==> src/rtl/euler1_sum_core.sv <==
// Project Euler #1 solver in a Tiny Tapeout wrapper: sums every multiple of FACTOR_A or
// FACTOR_B below LIMIT, then raises valid. The result is read 6 bits at a time through mux_sel.
module euler1_sum_core #(
  parameter int LIMIT    = 1000,
  parameter int FACTOR_A = 3,
  parameter int FACTOR_B = 5,
  parameter int ACC_W    = 18,
  parameter int CNT_W    = 11
) (
  input  logic [7:0] io_in,
  output logic [7:0] io_out
);

  localparam logic [CNT_W-1:0] LIMIT_C = CNT_W'(LIMIT);
  localparam logic [CNT_W-1:0] FA_C    = CNT_W'(FACTOR_A);
  localparam logic [CNT_W-1:0] FB_C    = CNT_W'(FACTOR_B);
  localparam int               PAD_W   = (ACC_W < 18) ? 18 : ACC_W;

  logic             clk_s;
  logic             rst_s;
  logic [1:0]       mux_sel_s;
  logic             unused_s;

  logic [CNT_W-1:0] m_a_r, m_b_r;
  logic [ACC_W-1:0] acc_r;
  logic             done_r;

  logic [CNT_W-1:0] nxt_s;
  logic [CNT_W-1:0] m_a_nxt_s, m_b_nxt_s;
  logic [ACC_W-1:0] acc_nxt_s;
  logic             done_nxt_s;
  logic [PAD_W-1:0] acc_pad_s;
  logic [5:0]       slice_s;

  assign clk_s     = io_in[0];
  assign rst_s     = io_in[1];
  assign mux_sel_s = io_in[4:3];
  // write_en and the spare pads are reserved and deliberately have no effect.
  assign unused_s  = ^{io_in[7:5], io_in[2]};

  // Walk both multiple sequences in ascending order, adding each distinct value exactly once.
  always_comb begin
    m_a_nxt_s  = m_a_r;
    m_b_nxt_s  = m_b_r;
    acc_nxt_s  = acc_r;
    done_nxt_s = done_r;
    nxt_s      = (m_a_r < m_b_r) ? m_a_r : m_b_r;
    if (done_r) begin
      done_nxt_s = 1'b1;
    end else if (nxt_s >= LIMIT_C) begin
      done_nxt_s = 1'b1;
    end else begin
      acc_nxt_s = acc_r + ACC_W'(nxt_s);
      if (m_a_r == nxt_s) begin
        m_a_nxt_s = m_a_r + FA_C;
      end else begin
        m_a_nxt_s = m_a_r;
      end
      // A common multiple advances both sequences so it is counted once.
      if (m_b_r == nxt_s) begin
        m_b_nxt_s = m_b_r + FB_C;
      end else begin
        m_b_nxt_s = m_b_r;
      end
    end
  end

  // Solver state register with asynchronous restart.
  always_ff @(posedge clk_s or posedge rst_s) begin
    if (rst_s) begin
      m_a_r  <= FA_C;
      m_b_r  <= FB_C;
      acc_r  <= {ACC_W{1'b0}};
      done_r <= 1'b0;
    end else begin
      m_a_r  <= m_a_nxt_s;
      m_b_r  <= m_b_nxt_s;
      acc_r  <= acc_nxt_s;
      done_r <= done_nxt_s;
    end
  end

  assign acc_pad_s = PAD_W'(acc_r);

  // Live readout mux; it tracks the accumulator in every state, including during reset.
  always_comb begin
    slice_s = 6'd0;
    case (mux_sel_s)
      2'd0:    slice_s = acc_pad_s[5:0];
      2'd1:    slice_s = acc_pad_s[11:6];
      2'd2:    slice_s = acc_pad_s[17:12];
      default: slice_s = 6'd0;
    endcase
  end

  assign io_out = {slice_s, 1'b0, done_r};

endmodule

==> config.mk <==
export PLATFORM = sky130hd
export DESIGN_NAME = euler1_sum_core
export DESIGN_NICKNAME = d
export VERILOG_FILES = /design/src/rtl/euler1_sum_core.sv
export SDC_FILE = /design/constraint.sdc
export NUM_CORES = 1
export LEC_CHECK = 0
export CAP_MARGIN = 20
export CORE_ASPECT_RATIO = 1.25
export CORE_MARGIN = 2
export CORE_UTILIZATION = 61
export DETAILED_ROUTE_END_ITERATION = 6
export PLACE_DENSITY = 0.86
export REMOVE_ABC_BUFFERS = 1
export SYNTH_ARGS = -nofsm -noshare
export SYNTH_HDL_FRONTEND = slang
export SYNTH_SLANG_ARGS = --single-unit
==> constraint.sdc <==
create_clock -name io_in -period 5 [get_ports io_in]
set_input_delay 0.5 -clock io_in [delete_from_list [all_inputs] [get_ports io_in]]
set_output_delay 0.5 -clock io_in [all_outputs]
set_load 0.02 [all_outputs]
==> reports/qor.csv, run 1 <==
stage,metric,value,unit
sta,Setup Viol. Count Final,0,
floorplanning,standard cell core area,4800,um2
power,portion of total power attributed to sequential cells,20.4,%
setup_path,buffers plus inverters on the worst setup path,5,
clock_tree,Post-CTS Resized,0,
sta,setup repair after global routing missed its margin,false,
synthesis,synthesized area,3080,um2
setup_path,Critical Path Source Type,clock port,
clock_tree,"Clk Latency, worst-skew pair",0.30,ns
synthesis,cell types with the largest area share after synthesis,"sky130_fd_sc_hd__dfrtp_1, sky130_fd_sc_hd__xnor2_1, sky130_fd_sc_hd__ha_1",
clock_tree,CTS Hold Buffers Added,0,
synthesis,top cell type's share of synthesized area,30.0,%
cells_and_area,multi-input logic area,1920,um2
floorplanning,standard-cell row count,28,
power,post-layout total power,1.62,mW
synthesis,Cell variety after synth,56,
routing,DRC,0,
synthesis,flop and latch count out of synthesis,41,
setup_path,Worst path slowest cell,sky130_fd_sc_hd__clkdlybuf4s50_1,
global_route,total track usage,33.3,%
synthesis,synthesized instance count,300,
routing,residual antenna-violating net count after detailed routing,0,
setup_path,reg2reg start,m_b_r[2]$_DFFE_PP1P_,
synthesis,top cell types by occurrence after synthesis,"sky130_fd_sc_hd__xnor2_1, sky130_fd_sc_hd__dfrtp_1, sky130_fd_sc_hd__ha_1, sky130_fd_sc_hd__nand2_1, sky130_fd_sc_hd__o21ai_0",
routing,vias after detailed routing,2668,
status,run status,"complete, no violations",
cells_and_area,Total Nets Final,388,
clock_tree,CTS tree,built,
synthesis,ys async rst share,100,%
floorplanning,die outline height,83.5,um
min_path,Hold Path Origin,acc_pad_s[17]$_DFFE_PP0P_,
global_route,grt total ovfl,0,
power,power share of the clock group,79.6,%
setup_path,setup slack of the most critical reg-to-reg path,0.71,ns
synthesis,cell with the most instances after synthesis,sky130_fd_sc_hd__xnor2_1,
routing,via count normalized by instance count,6.32,
setup_path,largest fanout on the critical path,4,
routing,final WL,8050,um
cells_and_area,post-layout instance count excluding filler cells,422,
min_path,Worst Hold Class,flop to flop,
floorplanning,top-level port count,16,
clock_tree,clock slew at the register clock pins of the worst setup and hold paths,0.07,ns
clock_tree,# Post-CTS Setup Buffers,0,
sta,Max Clock Skew,0.00724,ns
setup_path,"Cell Chain, Critical Path","clkbuf_8, clkbuf_8, nor2b_1, clkbuf_8, clkbuf_8, nand2_1, o21ai_0, clkdlybuf4s50_1",
sta,endpoints failing hold,0,
global_route,global-route wire length before repair,13500,um
routing,mean routed wirelength per cell,19.1,um
routing,number of DRC markers after the initial detailed-route iteration,210,
power,Leak,1.67,nW
setup_path,"Largest delay share family, worst path",buffers and inverters,
placed_design,cell count after placement,355,
synthesis,share of synthesized area occupied by flip-flops and latches,33.4,%
sta,Slew @ Worst Pin,0.812,ns
cells_and_area,count of antenna diodes in the layout,0,
global_route,initial antenna violation count,0,
power,pwr dens,438,nW/um2
setup_path,sort of element at the end of the critical path,primary output,
sta,sum of negative setup slack,0,ns
routing,drt pass-1 iters,7,
synthesis,most instantiated flip-flop cell in the synthesis netlist,sky130_fd_sc_hd__dfrtp_1,
power,switching share of power,36.1,%
floorplanning,starting density of the core,64.2,%
setup_path,Critical Path AT,3.99,ns
global_route,number of global-route vias before repair,3222,
cells_and_area,growth of design area from synthesis to finish,20.0,%
placed_design,post-DP HPWL,5030,um
min_path,sink of the worst hold path,acc_pad_s[17]$_DFFE_PP0P_,
power,total net switching power,0.585,mW
sta,normalized max-slew margin,45.8,%
cells_and_area,combined flip-flop and latch cell area,1030,um2
power,combinational share of power,0,%
cells_and_area,finished layout cell area,3700,um2
floorplanning,Die Outline Area,5640,um2
synthesis,Ys Warns,0,
setup_path,Crit path top cell by count,sky130_fd_sc_hd__clkbuf_8,
setup_path,worst path required time,4.50,ns
cells_and_area,FILL cells,318,
setup_path,Reg2Reg Capture Point,acc_pad_s[16]$_DFFE_PP0P_,
synthesis,synthesized area divided by synthesized cell count,10.3,um2
cells_and_area,fraction of final layout cells with drive strength greater than 1,18.0,%
global_route,maximum number of pins on one net before global-route repair,17,
placed_design,Post-Place Cell Area,3150,um2
job,max_cap viols,0,
synthesis,largest area contributor in the synthesized netlist,sky130_fd_sc_hd__dfrtp_1,
sta,Final Slew Violations,0,
setup_path,"slowest stage delay, CP",0.66,ns
setup_path,cells on worst reg2reg path,16,
placed_design,number of I/O port buffers,7,
placed_design,Routability Congestion,0.953,
floorplanning,Chip Width,67.6,um
min_path,Worst Hold Depth,1,
setup_path,class of the most critical setup path,clock port to primary output,
power,Pint,1.03,mW
synthesis,count of flip-flops with a built-in enable after synthesis,0,
power,maximum VDD drop,0.442,mV
-- power groups by stage --
stage	Clock, mW	Combinational (mW)	Sequential (mW)
finish	1.29	0.000660	0.330
CTS	1.32	0.000649	0.330
detailed placement	0.324	0.000649	0.339
global route	1.41	0.000688	0.330
global placement	0.324	0.000649	0.339
floorplan	0.231	0.000649	0.339
-- layout by cell type, fill, tap and decap left out, drive strengths merged, types with 2 or more instances in the layout --
cell | Yosys | routed
a21boi | 2 | 2
xnor2 | 39 | 39
a31o | 2 | 2
nand4 | 7 | 7
nor4 | 3 | 3
a21o | 3 | 3
o21bai | 2 | 2
mux2i | 7 | 7
and4 | 2 | 2
nand2 | 23 | 23
xor2 | 4 | 4
o211ai | 4 | 4
inv | 15 | 56
dfrtp | 37 | 37
a21oi | 16 | 16
a211oi | 7 | 7
nor2 | 9 | 9
o2111ai | 4 | 4
dfstp | 4 | 4
o221ai | 2 | 2
nor3 | 5 | 5
and2 | 2 | 2
clkdlybuf4s50 | 0 | 7
nor2b | 3 | 3
bufinv | 0 | 4
ha | 23 | 23
clkbuf | 5 | 22
and3 | 3 | 3
mux2 | 20 | 20
nand3 | 2 | 2
o21ai | 28 | 28
-- registers in the layout (all words and copies together) (netlist names) --
register,count
m_a_r,11
m_b_r,11
done_r,1
acc_pad_s,18
-- metal layers --
| layer | GRT usage [%] | vias up | routed length [um] |
|---|---|---|---|
| li1 | - | 1190 | - |
| met1 | 30.3 | 1290 | 3010 |
| met2 | 48.0 | 142 | 4090 |
| met3 | 19.3 | 46 | 559 |
| met4 | 34.7 | 0 | 391 |
| met5 | 0 | - | 0 |
-- how the worst max path moves through the flow --
| stage | startpoint | endpoint | slack, ns | cells past startpoint |
|---|---|---|---|---|
| floorplan | m_b_r[2]$_DFFE_PP1P_ | acc_pad_s[16]$_DFFE_PP0P_ | 1.20 | 16 |
| global placement | m_b_r[2]$_DFFE_PP1P_ | acc_pad_s[16]$_DFFE_PP0P_ | 0.99 | 16 |
| detailed placement | m_b_r[2]$_DFFE_PP1P_ | acc_pad_s[16]$_DFFE_PP0P_ | 0.81 | 16 |
| CTS | io_in[4] | io_out[3] | 0.50 | 8 |
| global route | io_in[4] | io_out[3] | 0.43 | 8 |
| finish | io_in[4] | io_out[3] | 0.51 | 8 |
-- cell families after synthesis --
| family | count (synthesis) | synth area share (%) |
|---|---|---|
| DFF | 41 | 33.4 |
| muxes | 27 | 10.7 |
| adders and majority gates | 24 | 9.98 |
| buffers and inverters | 27 | 4.22 |
| AOI/OAI and AO/OA | 75 | 17.8 |
| and+or+nand+nor | 62 | 11.3 |
| other | 1 | 0.122 |
| xor gates and xnor gates | 43 | 12.5 |
-- per-stage QoR --
step / setup slack [ns] / hold WS (ns) / util [%]
after CTS: 0.500 / 0.484 / 77.1
after detailed placement: 0.808 / 0.467 / 65.7
after global placement: 0.985 / 0.465 / 65.7
final: 0.515 / 0.481 / 77.1
after floorplan: 1.20 / 0.427 / -
after global routing: 0.433 / 0.495 / 77.1
-- cell type report --
cell class                 instances  share of cell area (%)
clock inverter                    46                    7.17
tap                               60                    2.03
inverter                          14                    1.42
sequential                        41                    27.9
clock buffer                      28                    9.27
timing repair buffer               1                   0.271
multi-input combinational        232                    52.0
No activity file was read; power rests on OpenSTA's default activity.
==> run 2, diff against run 1 <==
--- a/config.mk
+++ b/config.mk
@@ -12,6 +12,7 @@
 export DETAILED_ROUTE_END_ITERATION = 6
 export PLACE_DENSITY = 0.86
 export REMOVE_ABC_BUFFERS = 1
+export SETUP_SLACK_MARGIN = 0.5
 export SYNTH_ARGS = -nofsm -noshare
 export SYNTH_HDL_FRONTEND = slang
 export SYNTH_SLANG_ARGS = --single-unit
==> reports/qor.csv, run 2 (synthesis gave the netlist of run 1 again) <==
stage,metric,value,unit
placed_design,Routability Congestion,0.953,
routing,mean routed wirelength per cell,19.0,um
setup_path,Critical Path AT,3.92,ns
placed_design,worst-case setup slack after placement,0.808,ns
routing,drt pass-1 iters,7,
global_route,maximum number of pins on one net before global-route repair,17,
setup_path,end point of the critical path,io_out[7],
setup_path,buffers plus inverters on the worst setup path,5,
setup_path,largest fanout on the critical path,4,
cells_and_area,growth of design area from synthesis to finish,20.1,%
cells_and_area,most frequent standard cell in the layout excluding fill and tap cells,sky130_fd_sc_hd__inv_1,
placed_design,post-DP HPWL,5030,um
cells_and_area,fraction of final layout cells with drive strength greater than 1,18.0,%
power,Pint,1.03,mW
floorplanning,starting density of the core,64.2,%
floorplanning,Die Outline Area,5640,um2
setup_path,sort of element at the end of the critical path,primary output,
routing,final WL,8030,um
floorplanning,Chip Width,67.6,um
power,portion of total power attributed to sequential cells,20.5,%
power,pwr dens,434,nW/um2
routing,vias after detailed routing,2651,
setup_path,cells on worst reg2reg path,16,
global_route,initial antenna violation count,0,
clock_tree,CTS tree,built,
placed_design,number of I/O port buffers,7,
sta,worst hold slack,0.482,ns
routing,DRC,0,
cells_and_area,FILL cells,317,
cells_and_area,post-layout instance count excluding filler cells,422,
status,run status,"complete, no violations",
setup_path,"Largest delay share family, worst path",buffers and inverters,
sta,endpoints failing hold,0,
cells_and_area,share of the core filled with cells in the final layout,77.1,%
setup_path,worst path required time,4.50,ns
power,post-layout total power,1.61,mW
sta,Slew @ Worst Pin,0.809,ns
floorplanning,standard-cell row count,28,
sta,smallest setup slack after layout,0.581,ns
global_route,grt total ovfl,0,
setup_path,"Cell Chain, Critical Path","clkbuf_8, clkbuf_8, nor2b_1, clkbuf_8, clkbuf_8, nand2_1, o21ai_0, clkdlybuf4s50_1",
setup_path,Crit. Startpoint,io_in[4],
cells_and_area,number of flip-flops under the largest register name,18,
setup_path,Levels on crit path,8,
job,max_cap viols,0,
power,switching share of power,36.2,%
sta,sum of negative setup slack,0,ns
global_route,number of global-route vias before repair,3221,
power,total net switching power,0.583,mW
setup_path,Worst path slowest cell,sky130_fd_sc_hd__clkdlybuf4s50_1,
setup_path,class of the most critical setup path,clock port to primary output,
setup_path,Crit path top cell by count,sky130_fd_sc_hd__clkbuf_8,
clock_tree,clock slew at the register clock pins of the worst setup and hold paths,0.07,ns
setup_path,Reg2Reg Capture Point,acc_pad_s[16]$_DFFE_PP0P_,
floorplanning,top-level port count,16,
sta,Max Clock Skew,0.0120,ns
power,power share of the clock group,79.4,%
routing,via count normalized by instance count,6.28,
setup_path,"slowest stage delay, CP",0.63,ns
sta,setup repair after global routing missed its margin,false,
floorplanning,die outline height,83.5,um
power,maximum VDD drop,0.430,mV
clock_tree,# Post-CTS Setup Buffers,0,
setup_path,Critical Path Source Type,clock port,
power,combinational share of power,0,%
routing,number of DRC markers after the initial detailed-route iteration,201,
placed_design,cell count after placement,355,
clock_tree,"Clk Latency, worst-skew pair",0.30,ns
setup_path,setup slack of the most critical reg-to-reg path,0.71,ns
min_path,Worst Hold Class,flop to flop,
cells_and_area,highest-count cells in the layout ignoring fill and taps,"sky130_fd_sc_hd__inv_1, sky130_fd_sc_hd__xnor2_1, sky130_fd_sc_hd__dfrtp_1",
routing,residual antenna-violating net count after detailed routing,0,
sta,Setup Viol. Count Final,0,
global_route,global-route wire length before repair,13500,um
sta,Final Slew Violations,0,
setup_path,reg2reg start,m_b_r[2]$_DFFE_PP1P_,
cells_and_area,Total Nets Final,388,
global_route,total track usage,33.3,%
placed_design,Post-Place Cell Area,3150,um2
cells_and_area,finished layout cell area,3700,um2
power,Leak,1.69,nW
cells_and_area,count of antenna diodes in the layout,0,
sta,normalized max-slew margin,46.0,%
floorplanning,standard cell core area,4800,um2
==> run 2: changes by cell type in the layout (fill, tap and decap cells not counted) <==
cell                              change
sky130_fd_sc_hd__clkdlybuf4s50_1      -3
sky130_fd_sc_hd__dlymetal6s2s_1       +2
sky130_fd_sc_hd__dlygate4sd2_1        +1
==> run 2: metal layers <==
layer | share of wire (%) | GRT usage (%) | vias up
met5 | 0 | 0 | -
met4 | 4.7 | 34.7 | 0
met3 | 6.5 | 19.2 | 44
met2 | 51 | 48.0 | 126
met1 | 38 | 30.2 | 1285
li1 | - | - | 1196
==> run 2: cell type report <==
cell class,instances,area [um2],share of cell area (%)
inverter,14,52.6,1.42
sequential,41,1030,27.8
clock buffer,28,347,9.36
multi-input combinational,232,1920,51.9
timing repair buffer,1,10.0,0.270
tap,60,75.1,2.03
clock inverter,46,265,7.16
==> run 2: power groups by stage <==
stage               Sequential, mW  Clock (mW)  Combinational (mW)
floorplan                    0.339       0.231            0.000649
global placement             0.339       0.324            0.000649
detailed placement           0.339       0.324            0.000649
CTS                          0.330        1.32            0.000649
global route                 0.330        1.40            0.000688
finish                       0.330        1.28            0.000660
==> run 2: worst min-delay path by stage <==
| stage | from | cells after the start | to |
|---|---|---|---|
| after global routing | acc_pad_s[17]$_DFFE_PP0P_ | 1 | acc_pad_s[17]$_DFFE_PP0P_ |
| after detailed placement | acc_pad_s[17]$_DFFE_PP0P_ | 1 | acc_pad_s[17]$_DFFE_PP0P_ |
| after global placement | acc_pad_s[17]$_DFFE_PP0P_ | 1 | acc_pad_s[17]$_DFFE_PP0P_ |
| final | acc_pad_s[17]$_DFFE_PP0P_ | 1 | acc_pad_s[17]$_DFFE_PP0P_ |
| after CTS | acc_pad_s[17]$_DFFE_PP0P_ | 1 | acc_pad_s[17]$_DFFE_PP0P_ |
| after floorplan | m_b_r[10]$_DFFE_PP0P_ | 0 | m_b_r[10]$_DFFE_PP0P_ |
==> run 2: repair_timing <==
item,in CTS,in global routing
endpoints found under the hold margin,0,0
hold buffers,0,0
endpoints found under the setup margin,1,2
resized for setup,1,2
==> run 3, diff against run 2 <==
--- a/config.mk
+++ b/config.mk
@@ -7,8 +7,8 @@
 export LEC_CHECK = 0
 export CAP_MARGIN = 20
 export CORE_ASPECT_RATIO = 1.25
-export CORE_MARGIN = 2
 export CORE_UTILIZATION = 61
+export CTS_CLUSTER_DIAMETER = 50
 export DETAILED_ROUTE_END_ITERATION = 6
 export PLACE_DENSITY = 0.86
 export REMOVE_ABC_BUFFERS = 1
==> reports/qor.csv, run 3 (synthesis gave the netlist of run 1 again) <==
stage,metric,value,unit
setup_path,largest fanout on the critical path,14,
clock_tree,clock slew at the register clock pins of the worst setup and hold paths,0.09,ns
setup_path,setup slack of the most critical reg-to-reg path,0.63,ns
clock_tree,CTS tree,built,
placed_design,Routability Congestion,0.892,
setup_path,Critical Path Source Type,flop,
placed_design,cell count after placement,355,
sta,normalized max-slew margin,45.1,%
status,run status,"complete, no violations",
min_path,Worst Hold Class,flop to flop,
sta,time the final worst path needs with I/O delays and setup,4.37,ns
floorplanning,Chip Width,65.6,um
floorplanning,die outline height,81.5,um
setup_path,class of the most critical setup path,flop to flop,
setup_path,sort of element at the end of the critical path,flop,
power,Leak,1.71,nW
setup_path,Critical Path AT,4.59,ns
cells_and_area,most frequent standard cell in the layout excluding fill and tap cells,sky130_fd_sc_hd__inv_1,
sta,Slew @ Worst Pin,0.823,ns
global_route,maximum number of pins on one net before global-route repair,17,
cells_and_area,fraction of final layout cells with drive strength greater than 1,18.2,%
sta,Final Slew Violations,0,
placed_design,number of I/O port buffers,7,
power,maximum VDD drop,0.538,mV
sta,Max Clock Skew,0.0108,ns
sta,sum of negative setup slack,0,ns
routing,DRC,0,
clock_tree,CTS Hold Buffers Added,0,
floorplanning,starting density of the core,64.2,%
routing,via count normalized by instance count,6.34,
routing,final WL,8370,um
global_route,initial antenna violation count,0,
floorplanning,Die Outline Area,5340,um2
cells_and_area,growth of design area from synthesis to finish,19.4,%
sta,endpoints failing hold,0,
cells_and_area,number of flip-flops under the largest register name,18,
floorplanning,standard-cell row count,28,
cells_and_area,post-layout instance count excluding filler cells,422,
global_route,grt total ovfl,0,
job,max_cap viols,0,
sta,Setup Viol. Count Final,0,
clock_tree,# Post-CTS Setup Buffers,0,
power,pwr dens,428,nW/um2
cells_and_area,count of antenna diodes in the layout,0,
floorplanning,top-level port count,16,
placed_design,post-DP HPWL,5040,um
sta,setup repair after global routing missed its margin,true,
routing,vias after detailed routing,2677,
sta,achievable clock frequency,229,MHz
cells_and_area,Total Nets Final,388,
cells_and_area,highest-count cells in the layout ignoring fill and taps,"sky130_fd_sc_hd__inv_1, sky130_fd_sc_hd__xnor2_1, sky130_fd_sc_hd__dfrtp_1",
global_route,total track usage,35.3,%
floorplanning,standard cell core area,4800,um2
routing,mean routed wirelength per cell,19.8,um
routing,number of DRC markers after the initial detailed-route iteration,206,
setup_path,worst path required time,5.22,ns
sta,crit share post-route,87.4,%
global_route,global-route wire length before repair,13100,um
clock_tree,"Clk Latency, worst-skew pair",0.30,ns
global_route,number of global-route vias before repair,3163,
routing,residual antenna-violating net count after detailed routing,0,
routing,drt pass-1 iters,5,
run 3: worst max-delay path, stage by stage (launching register included):
cell	delay [ns]
sky130_fd_sc_hd__dfstp_2	0.60
sky130_fd_sc_hd__inv_1	0.10
sky130_fd_sc_hd__ha_1	0.32
sky130_fd_sc_hd__a21oi_1	0.17
sky130_fd_sc_hd__o21ai_2	0.11
sky130_fd_sc_hd__a31oi_4	0.31
sky130_fd_sc_hd__nand2_2	0.27
sky130_fd_sc_hd__nand2_1	0.16
sky130_fd_sc_hd__o21ai_0	0.11
sky130_fd_sc_hd__ha_1	0.25
sky130_fd_sc_hd__fa_1	0.44
sky130_fd_sc_hd__a211oi_1	0.32
sky130_fd_sc_hd__o21ai_0	0.17
sky130_fd_sc_hd__a311o_1	0.38
sky130_fd_sc_hd__and4_1	0.24
sky130_fd_sc_hd__o211ai_1	0.18
sky130_fd_sc_hd__xnor2_1	0.17
run 3: metrics by stage:
step / worst slack, ns / power, mW / hold slack [ns] / util [%] / cell area [um2]
after detailed placement: 0.734 / 0.663 / 0.466 / 65.7 / 3150
final: 0.632 / 1.58 / 0.495 / 76.7 / 3680
after floorplan: 1.20 / 0.570 / 0.427 / - / 3010
after CTS: 0.506 / 1.60 / 0.489 / 76.3 / 3660
after global routing: 0.493 / 1.68 / 0.510 / 76.7 / 3680
after global placement: 0.983 / 0.663 / 0.465 / 65.7 / 3150
run 3: final timing paths:
check | start | endpoint | depth (start not counted)
hold reg to reg | acc_pad_s[17]$_DFFE_PP0P_ | acc_pad_s[17]$_DFFE_PP0P_ | 1
max in group asynchronous | io_in[1] | m_a_r[1]$_DFFE_PP1P_ | 3
setup / recovery | m_b_r[2]$_DFFE_PP1P_ | acc_pad_s[16]$_DFFE_PP0P_ | 16
min in group asynchronous | io_in[1] | acc_pad_s[7]$_DFFE_PP0P_ | 3
setup reg to reg | m_b_r[2]$_DFFE_PP1P_ | acc_pad_s[16]$_DFFE_PP0P_ | 16
hold / removal | acc_pad_s[17]$_DFFE_PP0P_ | acc_pad_s[17]$_DFFE_PP0P_ | 1
run 3: layout make-up:
class | instances | area, um2
flip-flops and latches | 41 | 1030
clock buffers | 28 | 358
fillers | 304 | 1120
well taps | 60 | 75.1
multi-input cells | 232 | 1920
inverters | 14 | 52.6
repair buffers | 1 | 10.0
clock inverters | 46 | 229
run 3: layer usage:
metal	up-vias	GRT usage (%)	part of all wire, %
met5	-	0	0
met4	0	44.3	6.3
met3	59	19.7	7.7
met2	147	52.2	50
met1	1274	29.9	36
li1	1197	-	-
run 3: timing repair:
action / 4_1_cts / 5_1_grt
endpoints found under the setup margin: 0 / 12
resized for setup: 0 / 7
endpoints found under the hold margin: 0 / 0
run 3: power breakdown:
| part | switching (mW) | internal, mW |
|---|---|---|
| clock network | 0.626 | 0.619 |
| registers | 0 | 0.330 |
| logic | 0.000659 | 0 |
==> edit (flow settings as in run 1) <==
Make the reset (`rst_s`) synchronous in one clocked block. Comments in the files are not updated.
--- a/src/rtl/euler1_sum_core.sv
+++ b/src/rtl/euler1_sum_core.sv
@@ -67,5 +67,5 @@
 
   // Solver state register with asynchronous restart.
-  always_ff @(posedge clk_s or posedge rst_s) begin
+  always_ff @(posedge clk_s) begin
     if (rst_s) begin
       m_a_r  <= FA_C;
Behaviour: not the same (a bounded check fails within 4 cycles, from zero or initial values; the reset may be asserted at any time).
==> edit against run 1 <==
The run now ends with DRC left. Worst hold slack got worse by 0.34 ns. Total power increased by 60%. Cell area increased by 9.0%. Sequential cell count unchanged. Routed wire length increased by 30%. Synthesized area increased by 1.5%. Synthesized cell count increased by 27%. Clock power increased by 73%. Non-clock buffer count increased by 2. Worst setup slack got worse by 0.060 ns. Largest cell class unchanged. Largest power group unchanged.
==> edit: results (changes against run 1) <==
The post-placement setup slack is 0.630 ns (-0.178 ns). The transition at the pin with the smallest max-transition slack is 0.645 ns (-0.167 ns). The total power density per cell area came out at 644 nW/µm² (+47%).

The total routing resource utilization after global routing is 41.1% (+7.7 points). The proportion of synthesized area in mux cells came out at 12.7% (+2.0 points). The fraction of synthesis flops using an asynchronous set or reset pin came to 0% (-100 points).

The clock network contribution to total cell area came to 22.0% (+5.6 points). The reg-to-reg setup timing slack came out at 0.49 ns (-0.22 ns). The sequential group share of total power is 14.1% (-6.3 points). The flow ran to the end, but the final reports show violations.

The leakage power of the design came out at 1.59 nW (-4.7%). The share of total power in the clock network came out at 85.9% (+6.3 points). The number of standard cells in the layout, taps in and fillers out came out at 490 (+16%).

The worst-case reg-to-reg path depth was 14 (-2). The placed cell area is 3210 µm² (+1.7%). The final net count is 444 (+14%).

The initial DRC count is 705 (+240%). The via-per-instance ratio was 6.96 (+10%). The startpoint identified for the worst register-to-register timing path is m_b_r[2]. In the synthesized netlist the dominant register cell turns out to be dfxtp_1. The critical path endpoint is io_out[6].

The synthesized-area fraction occupied by xor and xnor cells is 5.04% (-7.4 points). The class of the tightest hold or removal check is clock port to flop. The number of ordinary and repair buffers in the finished layout was 3 (+2). The count of distinct cell types in the synthesized netlist is 53 (-5.4%). The detailed placement HPWL came out at 5460 µm (+8.7%). The final setup skew is 0.00268 ns (-0.00456 ns). The routability congestion estimate came out at 1.03 (+7.9%). The largest net degree at the start of global routing is 27 (+10).

The number of design rule violations left after detail routing is 2 (+2). The global-route wire length before repair came to 18400 µm (+36%). The net switching component of the power was 868 µW (+48%). The final reports fail on DRC.

The synthesized instance count was 380 (+27%). The clock buffer count in the final layout was 55 (+96%). The area taken by flip-flops and latches came out at 821 µm² (-20%). The worst register-to-register path ends at acc_pad_s[15]. The number of global-route vias before repair came to 4167 (+29%). The non-clock inverter count in the final layout is 16 (+2). The share of the synthesized area in compound gates (AO/OA/AOI/OAI) came out at 22.6% (+4.8 points). The routed wire length per instance came out at 21.3 µm (+12%).
edit: critical path, stage by stage:
cell	delay, ns
clkbuf_8	0.12
clkbuf_8	0.15
nor2b_1	0.17
clkbuf_8	0.17
clkbuf_8	0.12
nand2_1	0.05
o21ai_0	0.12
clkdlybuf4s50_1	0.66
edit: worst min path at each step:
| stage | cells after the start | end | slack, ns | startpoint |
|---|---|---|---|---|
| finish | 5 | m_a_r[0] | 0.14 | io_in[1] |
| global route | 5 | m_b_r[0] | 0.16 | io_in[1] |
| CTS | 5 | m_a_r[0] | 0.15 | io_in[1] |
| detailed placement | 1 | m_b_r[10] | 0.07 | io_in[1] |
| global placement | 1 | m_b_r[10] | 0.07 | io_in[1] |
| floorplan | 1 | m_b_r[10] | 0.07 | io_in[1] |
edit: metal layers:
layer | up-vias | global-route usage [%] | wire [µm]
met5 | - | 0 | 0
met1 | 1567 | 37.9 | 3540
met3 | 101 | 32.0 | 1120
met4 | 0 | 44.9 | 807
li1 | 1456 | - | -
met2 | 285 | 52.0 | 4970
